**config.mk**
```make
export PLATFORM = sky130hd
export DESIGN_NAME = conv_row_feeder
export DESIGN_NICKNAME = d
export VERILOG_FILES = /design/src/rtl/conv_pkg.sv /design/src/rtl/GenericCounter.sv /design/src/rtl/conv_row_feeder.sv
export SDC_FILE = /design/constraint.sdc
export NUM_CORES = 1
export LEC_CHECK = 0
export CORE_ASPECT_RATIO = 0.9
export CORE_MARGIN = 2
export CORE_UTILIZATION = 49
export CTS_CLUSTER_DIAMETER = 150
export DETAILED_ROUTE_END_ITERATION = 16
export PLACE_DENSITY = 0.95
export SYNTH_ARGS = -nofsm -noshare
export SYNTH_HDL_FRONTEND = slang
export SYNTH_HIERARCHICAL = 1
export SYNTH_SLANG_ARGS = --single-unit
```
**constraint.sdc**
```tcl
create_clock -name clk -period 6.25 [get_ports clk]
set_clock_uncertainty 0.15 [all_clocks]
set_input_delay 0.9375 -clock clk [delete_from_list [all_inputs] [get_ports clk]]
set_output_delay 0.9375 -clock clk [all_outputs]
set_load 0.01 [all_outputs]
```
**src/rtl/conv_pkg.sv**
```systemverilog
// Shared definitions for the convolution row feeder and the kernel loop it drives.
package conv_pkg;

   typedef enum logic [1:0] {W_LOAD, FILL, ISSUE, CLEAR} feeder_state_t;

   // Padded row width: Pix output pixels plus kx/2 zero columns on each side.
   function automatic int padw(input int pix, input int k);
      return pix + 2 * (k / 2);
   endfunction

endpackage

```
**src/rtl/GenericCounter.sv**
```systemverilog
// Up-counter with synchronous clear (clear has priority over increment).
module GenericCounter #(
   parameter  int COUNTER_SIZE = 9,
   localparam int CW           = $clog2(COUNTER_SIZE + 1)
) (
   input  logic          clk,
   input  logic          rst_n,
   input  logic          clear,
   input  logic          inc,
   output logic [CW-1:0] count
);

   always_ff @(posedge clk or negedge rst_n) begin
      if (!rst_n) begin
         count <= '0;
      end else if (clear) begin
         count <= '0;
      end else if (inc) begin
         count <= count + CW'(1);
      end
   end

endmodule

```
**src/rtl/conv_row_feeder.sv**
```systemverilog
// Producer-side controller for the convolution kernel loop: loads weights,
// assembles a zero-padded pixel row, captures the loop result and clears the MACs.
module conv_row_feeder
   import conv_pkg::*;
#(
   parameter  int kx   = 3,
   parameter  int Pix  = 3,
   parameter  int RES  = 8,
   localparam int PADW = padw(Pix, kx)
) (
   input  logic                           clk,
   input  logic                           rst_n,
   input  logic                           w_valid,
   input  logic [RES-1:0]                 w_data,
   output logic                           w_ready,
   input  logic                           weight_reload,
   input  logic                           s_pix_valid,
   input  logic [RES-1:0]                 s_pix_data,
   output logic                           s_pix_ready,
   output logic [kx*kx-1:0][RES-1:0]      weights,
   output logic                           weight_ready,
   output logic [PADW-1:0][RES-1:0]       pixel_row,
   output logic                           pixel_ready,
   output logic                           MAC_clear,
   input  logic                           kernel_loop_done,
   input  logic [Pix-1:0][RES-1:0]        accumulator_out,
   output logic [Pix-1:0][RES-1:0]        result,
   output logic                           result_valid,
   input  logic                           result_ready
);

   localparam int NW  = kx * kx;
   localparam int WW  = $clog2(NW + 1);
   localparam int FW  = $clog2(Pix + 1);
   localparam int PAD = kx / 2;
   localparam logic [WW-1:0] W_LAST = WW'(NW - 1);
   localparam logic [FW-1:0] F_FULL = FW'(Pix);

   feeder_state_t             state;
   logic [WW-1:0]             widx;
   logic [FW-1:0]             fill_cnt;
   logic [Pix-1:0][RES-1:0]   row_q;
   logic                      w_accept;
   logic                      w_last;
   logic                      pix_accept;
   logic                      reload_take;
   logic                      row_go;

   assign w_ready     = (state == W_LOAD);
   assign reload_take = (state == FILL) && (fill_cnt == '0) && weight_reload;
   // A reload at an empty row beats a simultaneous pixel.
   assign s_pix_ready = (state == FILL) && (fill_cnt < F_FULL) && !reload_take;
   assign w_accept    = w_valid && w_ready;
   assign w_last      = w_accept && (widx == W_LAST);
   assign pix_accept  = s_pix_valid && s_pix_ready;
   assign row_go      = (state == FILL) && (fill_cnt == F_FULL) &&
                        (!result_valid || result_ready);

   GenericCounter #(.COUNTER_SIZE(NW)) u_widx (
      .clk   (clk),
      .rst_n (rst_n),
      .clear (w_last),
      .inc   (w_accept),
      .count (widx)
   );

   GenericCounter #(.COUNTER_SIZE(Pix)) u_fill (
      .clk   (clk),
      .rst_n (rst_n),
      .clear (row_go),
      .inc   (pix_accept),
      .count (fill_cnt)
   );

   // Pad columns are constant zero; only the interior is stored.
   always_comb begin
      pixel_row = '0;
      for (int i = 0; i < Pix; i++) begin
         pixel_row[PAD+i] = row_q[i];
      end
   end

   always_ff @(posedge clk or negedge rst_n) begin
      if (!rst_n) begin
         state        <= W_LOAD;
         weights      <= '0;
         row_q        <= '0;
         result       <= '0;
         weight_ready <= 1'b0;
         pixel_ready  <= 1'b0;
         MAC_clear    <= 1'b0;
         result_valid <= 1'b0;
      end else begin
         // A capture later in this block overrides a same-cycle accept.
         if (result_valid && result_ready) begin
            result_valid <= 1'b0;
         end
         case (state)
            W_LOAD: begin
               if (w_accept) begin
                  weights[widx] <= w_data;
                  if (w_last) begin
                     weight_ready <= 1'b1;
                     state        <= FILL;
                  end
               end
            end
            FILL: begin
               if (reload_take) begin
                  weight_ready <= 1'b0;
                  state        <= W_LOAD;
               end else begin
                  if (pix_accept) begin
                     row_q[fill_cnt] <= s_pix_data;
                  end
                  if (row_go) begin
                     pixel_ready <= 1'b1;
                     state       <= ISSUE;
                  end
               end
            end
            ISSUE: begin
               if (kernel_loop_done) begin
                  result       <= accumulator_out;
                  result_valid <= 1'b1;
                  pixel_ready  <= 1'b0;
                  MAC_clear    <= 1'b1;
                  state        <= CLEAR;
               end
            end
            CLEAR: begin
               MAC_clear <= 1'b0;
               state     <= FILL;
            end
            default: state <= W_LOAD;
         endcase
      end
   end

endmodule

```
After elaboration in Yosys (flattened, before gate mapping):

Index checks and enable logic that the tools add are counted.

* register bits: 132
* input port bits: 47

* $lt $le $gt $ge: 5
* equality and inequality tests: 12
* add/sub/neg operators: 2
* reduce and logical (&&, ||, !) cells: 29
* bitwise gates (word level): 1
* multiplexer cells: 29

Operators by type and width (number)
* bitwise mux 72 bit: 1
* demux 8 bit (select 4 bit): 1
* bitwise mux 24 bit: 1
* demux 8 bit (select 2 bit): 1
* 2-to-1 mux 8 bit: 2
* 2-to-1 mux 2 bit: 7
* logical AND 1 bit: 12
* AND reduction 4 bit: 3
* 2-to-1 mux 1 bit: 10
* nonzero test 2 bit: 5
* 2-to-1 mux 4 bit: 2
* != test 2 bit (second input constant): 4
* one-hot mux 2 bit (4 select lines): 1
* == test 2 bit (second input constant): 3
* one-hot mux 1 bit (2 select lines): 3
* AND reduction 2 bit: 3
* < comparator 4 x 5 -> 1 bit (second input constant): 1
* adder 4 x 1 -> 4 bit (second input constant): 1
* == test 4 bit (second input constant): 1
* greater-or-equal comparator 4 x 1 -> 1 bit (second input constant): 1
* logical NOT 2 bit: 2
* != test 2 x 1 -> 1 bit (second input constant): 2
* < comparator 2 x 3 -> 1 bit (second input constant): 1
* != test 3 bit (second input constant): 1
* 8 further kinds: 9

Logic depth before layout (Yosys ltp):

Gate-level depths: netlist (run 1).

* word-level depth: 8
* gate-level depth with buffers: 6

By module:

The synthesis (run 1) kept the hierarchy.

By module, submodules not included
* conv_row_feeder: sequential area each 3153.0 sq um, area each 5142.4 sq um, instances 1, cells each 327
* GenericCounter (u_widx): sequential area each 100.1 sq um, area each 192.7 sq um, instances 1, cells each 16
* GenericCounter (u_fill): sequential area each 50.0 sq um, area each 88.8 sq um, instances 1, cells each 7

Worst setup path before layout (run 1):

No wires, ideal clock.

* path kind: input-to-output
* from: input port weight_reload
* to: output port s_pix_ready
* arrival: 1.454 ns
* setup slack: 3.708 ns
* data required time: 5.162 ns
* stages on the path: 3
* path through: nor3b_1 -> nand2_1 -> and3_1

* cells in the longest elaborated chain, start to end: 3

RTL lines
* start: declaration: line conv_row_feeder.sv:16 `input logic weight_reload,`
* logical AND 1 bit: line conv_row_feeder.sv:50 `assign reload_take = (state == FILL) && (fill_cnt == '0) && weight_reload;`
* logical NOT 1 bit: line conv_row_feeder.sv:52 `assign s_pix_ready = (state == FILL) && (fill_cnt < F_FULL) && !reload_take;`
* logical AND 1 bit: line conv_row_feeder.sv:52
* end: declaration: line conv_row_feeder.sv:19 `output logic s_pix_ready,`

No other way between the ends.

Worst setup path in the final report (run 1):

Same ends and word-level chain as after synthesis.

==> metrics.txt, run 1 <==
Worst Path Required=5.16 ns; most frequent cell after synthesis=dfrtp_1; Die Ht=104 µm; ANT nets after route=0; cell depth of the worst hold path=1; clock sink count=132; Worst setup EP type=primary output; first-pass GRT wire length=20.8 mm; cell area after synthesis=0.00542 mm²; Peak supply drop=0.353 mV; Worst Tran Pin Value=0.994 ns; clk slew on worst S/H paths=0.05 ns; Residual DRC=0; post-CTS setup buffers=0; drt via density=5.25; max-slew violation count=0; most frequent cells after synthesis=dfrtp_1, mux2_2, buf_4; initial core utilization=50.2%; Netlist cell types=45; R2R Path Start=state[0]; Tcrit/Tclk final=58.3%; n_diodes=0; area grow syn2layout=45.0%; post-synthesis register bit count=132; warnings from Yosys=6; CORE AREA=0.0108 mm²; Slew headroom=33.6%; crit path DAT=2.56 ns; EDFF count, synth=0; clock root buffer=clkbuf_16; vias in the first global route=3914; CTS Buffer Depth=2; post-synth top area share=60.9%; layout cells sized above 1=29.1%; Detailed Route Iter0 Violations=123; Pre-Repair DR Iteration Count=4; Final Util=72.8%; via count=3562; final setup violation count=0; CTS Buf Count=17; initial antenna violation count=0; Area contributors post-synth=dfrtp_1, mux2_2, buf_4; Die Span X=115 µm; Layout Nets=586; fmax=0.274 GHz; min-delay src=pixel_row[14]; worst flop-to-flop path endpoint=weights[8]; HP Class=flop to flop; R2R Setup Slk=3.82 ns; fin area=0.00787 mm²; asr flop ratio synth=100%; status=complete, no violations; setup TNS=0 ns; RSZ-0062 raised after global routing=false; RD Place Congestion=0.810; Placed Area=0.00722 mm²; Setup Crit Path Kind=input port to primary output; drt wl/cell=18.7 µm; CTS tree=done; final hold vios=0; PortBufs=172; ys flop type=dfrtp_1; Mapped Avg Cell Area=15.5 µm²; total global-route track usage=22.8%; Clock Latency Late Sink=0.41 ns; Core Rows=36; sequential share of the synthesized area=60.9%; Post-CTS Hold Fix Bufs=0; Leak=3.54 nW; Yosys top cell by area=dfrtp_1; htree depth=4; Post-Syn Instances=350; crit path launch type=input port; # IOs=189; worst r2r path cells=6; maxcap violations=0; pin count of the biggest net entering global routing=79; PwrDens=516 mW/mm²; grt ovf=0; hold worst-path end=pixel_row[14]; final wirelength=12.7 mm; Die ar.=0.0119 mm²; fillers=713; number of gates resized after cts=0; HPWL after DPL=8.88 mm; minimum clock period=3.64 ns; Crit Path Max Fanout=3
layout by cell type (no fill, tap or decap), drive strengths merged, types with 2 or more instances in the layout:
cell type,synthesis,final
conb,1,16
and4,2,2
nor2,7,7
ha,6,6
nor2b,2,2
clkinv,0,3
mux2,123,123
dfrtp,132,132
a21oi,2,2
inv,6,6
xnor2,2,2
buf,19,2
o21ai,4,4
mux2i,2,2
clkdlybuf4s50,0,171
nand2,9,9
clkbuf,5,25
a22o,2,2
a21bo,2,2
nor3b,4,4
nand3b,4,4
bufinv,0,4
or3b,2,2
report_power, final:
part | switching [mW] | internal (mW) | total, mW
Sequential | 0.246 | 1.21 | 1.46
Clock | 0.348 | 0.722 | 1.07
Combinational | 0.588 | 0.943 | 1.53
Total | 1.18 | 2.88 | 4.06
area by class of cell:
cell class | count | area, µm² | share of cell area, %
Timing Repair Buffer | 173 | 1730 | 22.0
Clock buffer | 25 | 505 | 6.43
Clock inverter | 7 | 143 | 1.81
Inverter | 6 | 22.5 | 0.286
Sequential cell | 132 | 3300 | 42.0
Multi-Input combinational cell | 203 | 2000 | 25.4
Tap cell | 133 | 166 | 2.12
worst max-delay path by stage:
stage                       start     endpoint
floorplan           weight_reload  s_pix_ready
global placement    weight_reload  s_pix_ready
detailed placement  weight_reload  s_pix_ready
CTS                 weight_reload  s_pix_ready
global route        weight_reload  s_pix_ready
finish              weight_reload  s_pix_ready
critical path, cell delays in order:
cell and delay, ns:
clkdlybuf4s50_1 0.51, nor3b_1 0.28, nand2_1 0.14, and3_1 0.21, clkdlybuf4s50_1 0.48
metal layers:
metal,wire length (µm),global-route usage [%],share of wire (%)
met5,0,0,0
met4,129,7.06,1.0
met3,1190,10.5,9.4
met2,6350,36.8,50
met1,5040,27.1,40
kinds of logic (layout without fill, tap and decap cells):
logic type,Yosys count,after routing,share of synthesized area [%]
flip-flops,132,132,60.9
multiplexers,125,125,26.0
AND/OR/NAND/NOR,40,40,5.79
buffers and inverters,30,211,3.30
AO/OA/AOI/OAI,14,14,2.26
adder cells (fa/ha/maj),6,6,1.38
XOR/XNOR,2,2,0.323
other,1,16,0.0691
state kept, by name (all words and copies together), names as in the netlist:
| signal | count |
|---|---|
| weights | 72 |
| result | 24 |
| result_valid | 1 |
| u_fill/count | 2 |
| pixel_row | 24 |
| u_widx/count | 4 |
| MAC_clear | 1 |
| pixel_ready | 1 |
| weight_ready | 1 |
| state | 2 |
through the flow:
step | cells | hold WS, ns | worst slack, ns | power [mW]
6_report | 679 | 0.350 | 2.61 | 4.06
5_1_grt | 679 | 0.366 | 2.56 | 4.27
4_1_cts | 679 | 0.354 | 2.61 | 4.10
3_5_place_dp | 647 | 0.343 | 2.62 | 3.00
3_3_place_gp | 647 | 0.322 | 2.73 | 2.92
2_1_floorplan | 365 | 0.366 | 3.71 | 2.12
No activity file was read; power rests on OpenSTA's default activity.
==> run 2, diff against run 1 <==
--- a/config.mk
+++ b/config.mk
@@ -7,10 +7,10 @@
 export LEC_CHECK = 0
 export CORE_ASPECT_RATIO = 0.9
 export CORE_MARGIN = 2
-export CORE_UTILIZATION = 49
+export CORE_UTILIZATION = 45
 export CTS_CLUSTER_DIAMETER = 150
 export DETAILED_ROUTE_END_ITERATION = 16
-export PLACE_DENSITY = 0.95
+export PLACE_DENSITY = 0.92
 export SYNTH_ARGS = -nofsm -noshare
 export SYNTH_HDL_FRONTEND = slang
 export SYNTH_HIERARCHICAL = 1
==> constraint.sdc (replaced) <==
create_clock -name clk -period 3.61 [get_ports clk]
set_clock_uncertainty 0.15 [all_clocks]
set_input_delay 0.5415 -clock clk [delete_from_list [all_inputs] [get_ports clk]]
set_output_delay 0.5415 -clock clk [all_outputs]
set_load 0.01 [all_outputs]
==> run 2 against run 1 <==
  * Die area is 8.6% higher
  * Final cell count rose by 4.1%
  * Power grew 72%
==> metrics.txt, run 2 (synthesized netlist as in run 1, its figures left out) <==
status=complete, no violations; Setup Crit Path Kind=input port to primary output; Finished Layout Cells=707; htree depth=4; Top Usage Layer GRT=met2; pin count of the biggest net entering global routing=58; drt wl/cell=18.1 µm; initial core utilization=45.6%; n_diodes=0; # IOs=189; Inst Count DP=675; Slew headroom=32.1%; Die ar.=0.0129 mm²; Slowest-stage cell, CP=clkdlybuf4s50_1; largest register by flop count=weights; Crit Path Max Fanout=3; Layout Nets=587; HPWL after DPL=9.02 mm; worst r2r path cells=6; setup TNS=0 ns; Post-CTS Hold Fix Bufs=0; global routing usage on met1=22.6%; final worst slack=0.763 ns; first-pass GRT wire length=20.0 mm; via count=3533; HP Class=input port to asynchronous set/reset pin; R2R Setup Slk=1.20 ns; Worst setup EP type=primary output; vias in the first global route=3851; met2 Use GR=35.2%; RSZ-0062 raised after global routing=false; PortBufs=172; fin area=0.00790 mm²; worst flop-to-flop path endpoint=weights[20]; R2R Path Start=state[0]; commonest non-fill, non-tap cell in the layout=clkdlybuf4s50_1; ANT nets after route=0; CP cell instances=clkdlybuf4s50_1 > nor3b_1 > nand2_1 > and3_1 > clkdlybuf4s50_1; fmax=0.351 GHz; Pre-Repair DR Iteration Count=4; Core Rows=38; CTS Buf Count=17; final wirelength=12.8 mm; Die Ht=108 µm; RD Place Congestion=0.789; Worst Path Required=2.92 ns; layout cells sized above 1=29.4%; Residual DRC=0; Placed Area=0.00727 mm²; Reg area=0.00330 mm²; CP max stage delay=0.50 ns; drt via density=5.00; Leak=3.53 nW; Tcrit/Tclk final=78.9%; clock sink count=132; Multi-input gate area=0.00200 mm²; grt ovf=0; final setup violation count=0; Pwr Total=6.97 mW; clock root buffer=clkbuf_16; Peak supply drop=0.545 mV; CORE AREA=0.0119 mm²; Crit path top cell by count=clkdlybuf4s50_1; post-CTS setup buffers=0; initial antenna violation count=0; number of gates resized after cts=0; clk slew on worst S/H paths=0.06 ns; Clock Latency Late Sink=0.41 ns; CTS Buffer Depth=2; crit path launch type=input port; max reg flops=72; Worst Tran Pin Value=1.02 ns; Die Span X=120 µm; most frequent cells in the layout=clkdlybuf4s50_1, dfrtp_1, mux2_2; CTS tree=done; final hold vios=0; total global-route track usage=20.6%; Place WS=0.799 ns; area grow syn2layout=45.6%; maxcap violations=0; GRT met3 Usage=9.97%; max-slew violation count=0; PwrDens=883 mW/mm²; minimum clock period=2.85 ns; crit path DAT=2.16 ns; Detailed Route Iter0 Violations=123; fillers=836
-- run 2: cell type report --
type,count,share of cell area (%)
clock buffer,20,5.66
sequential,132,41.8
timing repair buffer,174,22.1
inverter,6,0.285
clock inverter,12,2.25
tap,160,2.54
multi-input combinational,203,25.3
-- run 2: worst max path at each step --
stage                     depth (start not counted)          end           from
after floorplan                                   6  weights[32]       state[0]
after global placement                            5  s_pix_ready  weight_reload
after detailed placement                          5  s_pix_ready  weight_reload
after CTS                                         5  s_pix_ready  weight_reload
after global routing                              5  s_pix_ready  weight_reload
final                                             5  s_pix_ready  weight_reload
-- run 2: stage by stage --
step | utilization [%] | hold slack [ns]
2_1_floorplan | - | 0.0959
3_3_place_gp | 61.2 | 0.324
3_5_place_dp | 61.2 | 0.330
4_1_cts | 66.4 | 0.0388
5_1_grt | 66.4 | 0.0559
6_report | 66.4 | 0.00472
-- run 2: where the power goes --
part | leakage, nW | internal [mW] | switching [mW]
Combinational | 1.56 | 1.64 | 1.02
Sequential | 1.67 | 2.10 | 0.419
Clock | 0.304 | 1.17 | 0.627
-- run 2: per-layer routing --
metal  part of all wire (%)  up-vias  wire (µm)
met5                      0        -          0
met4                    1.1        0        137
met3                    9.1       16       1170
met2                     50      143       6470
met1                     39     1784       5030
li1                       -     1590          -
-- run 2: worst max-delay path: cells and delay by family --
kind / cells / cell delay [ns]
buffers and inverters: 2 / 0.98
and+or+nand+nor: 3 / 0.63
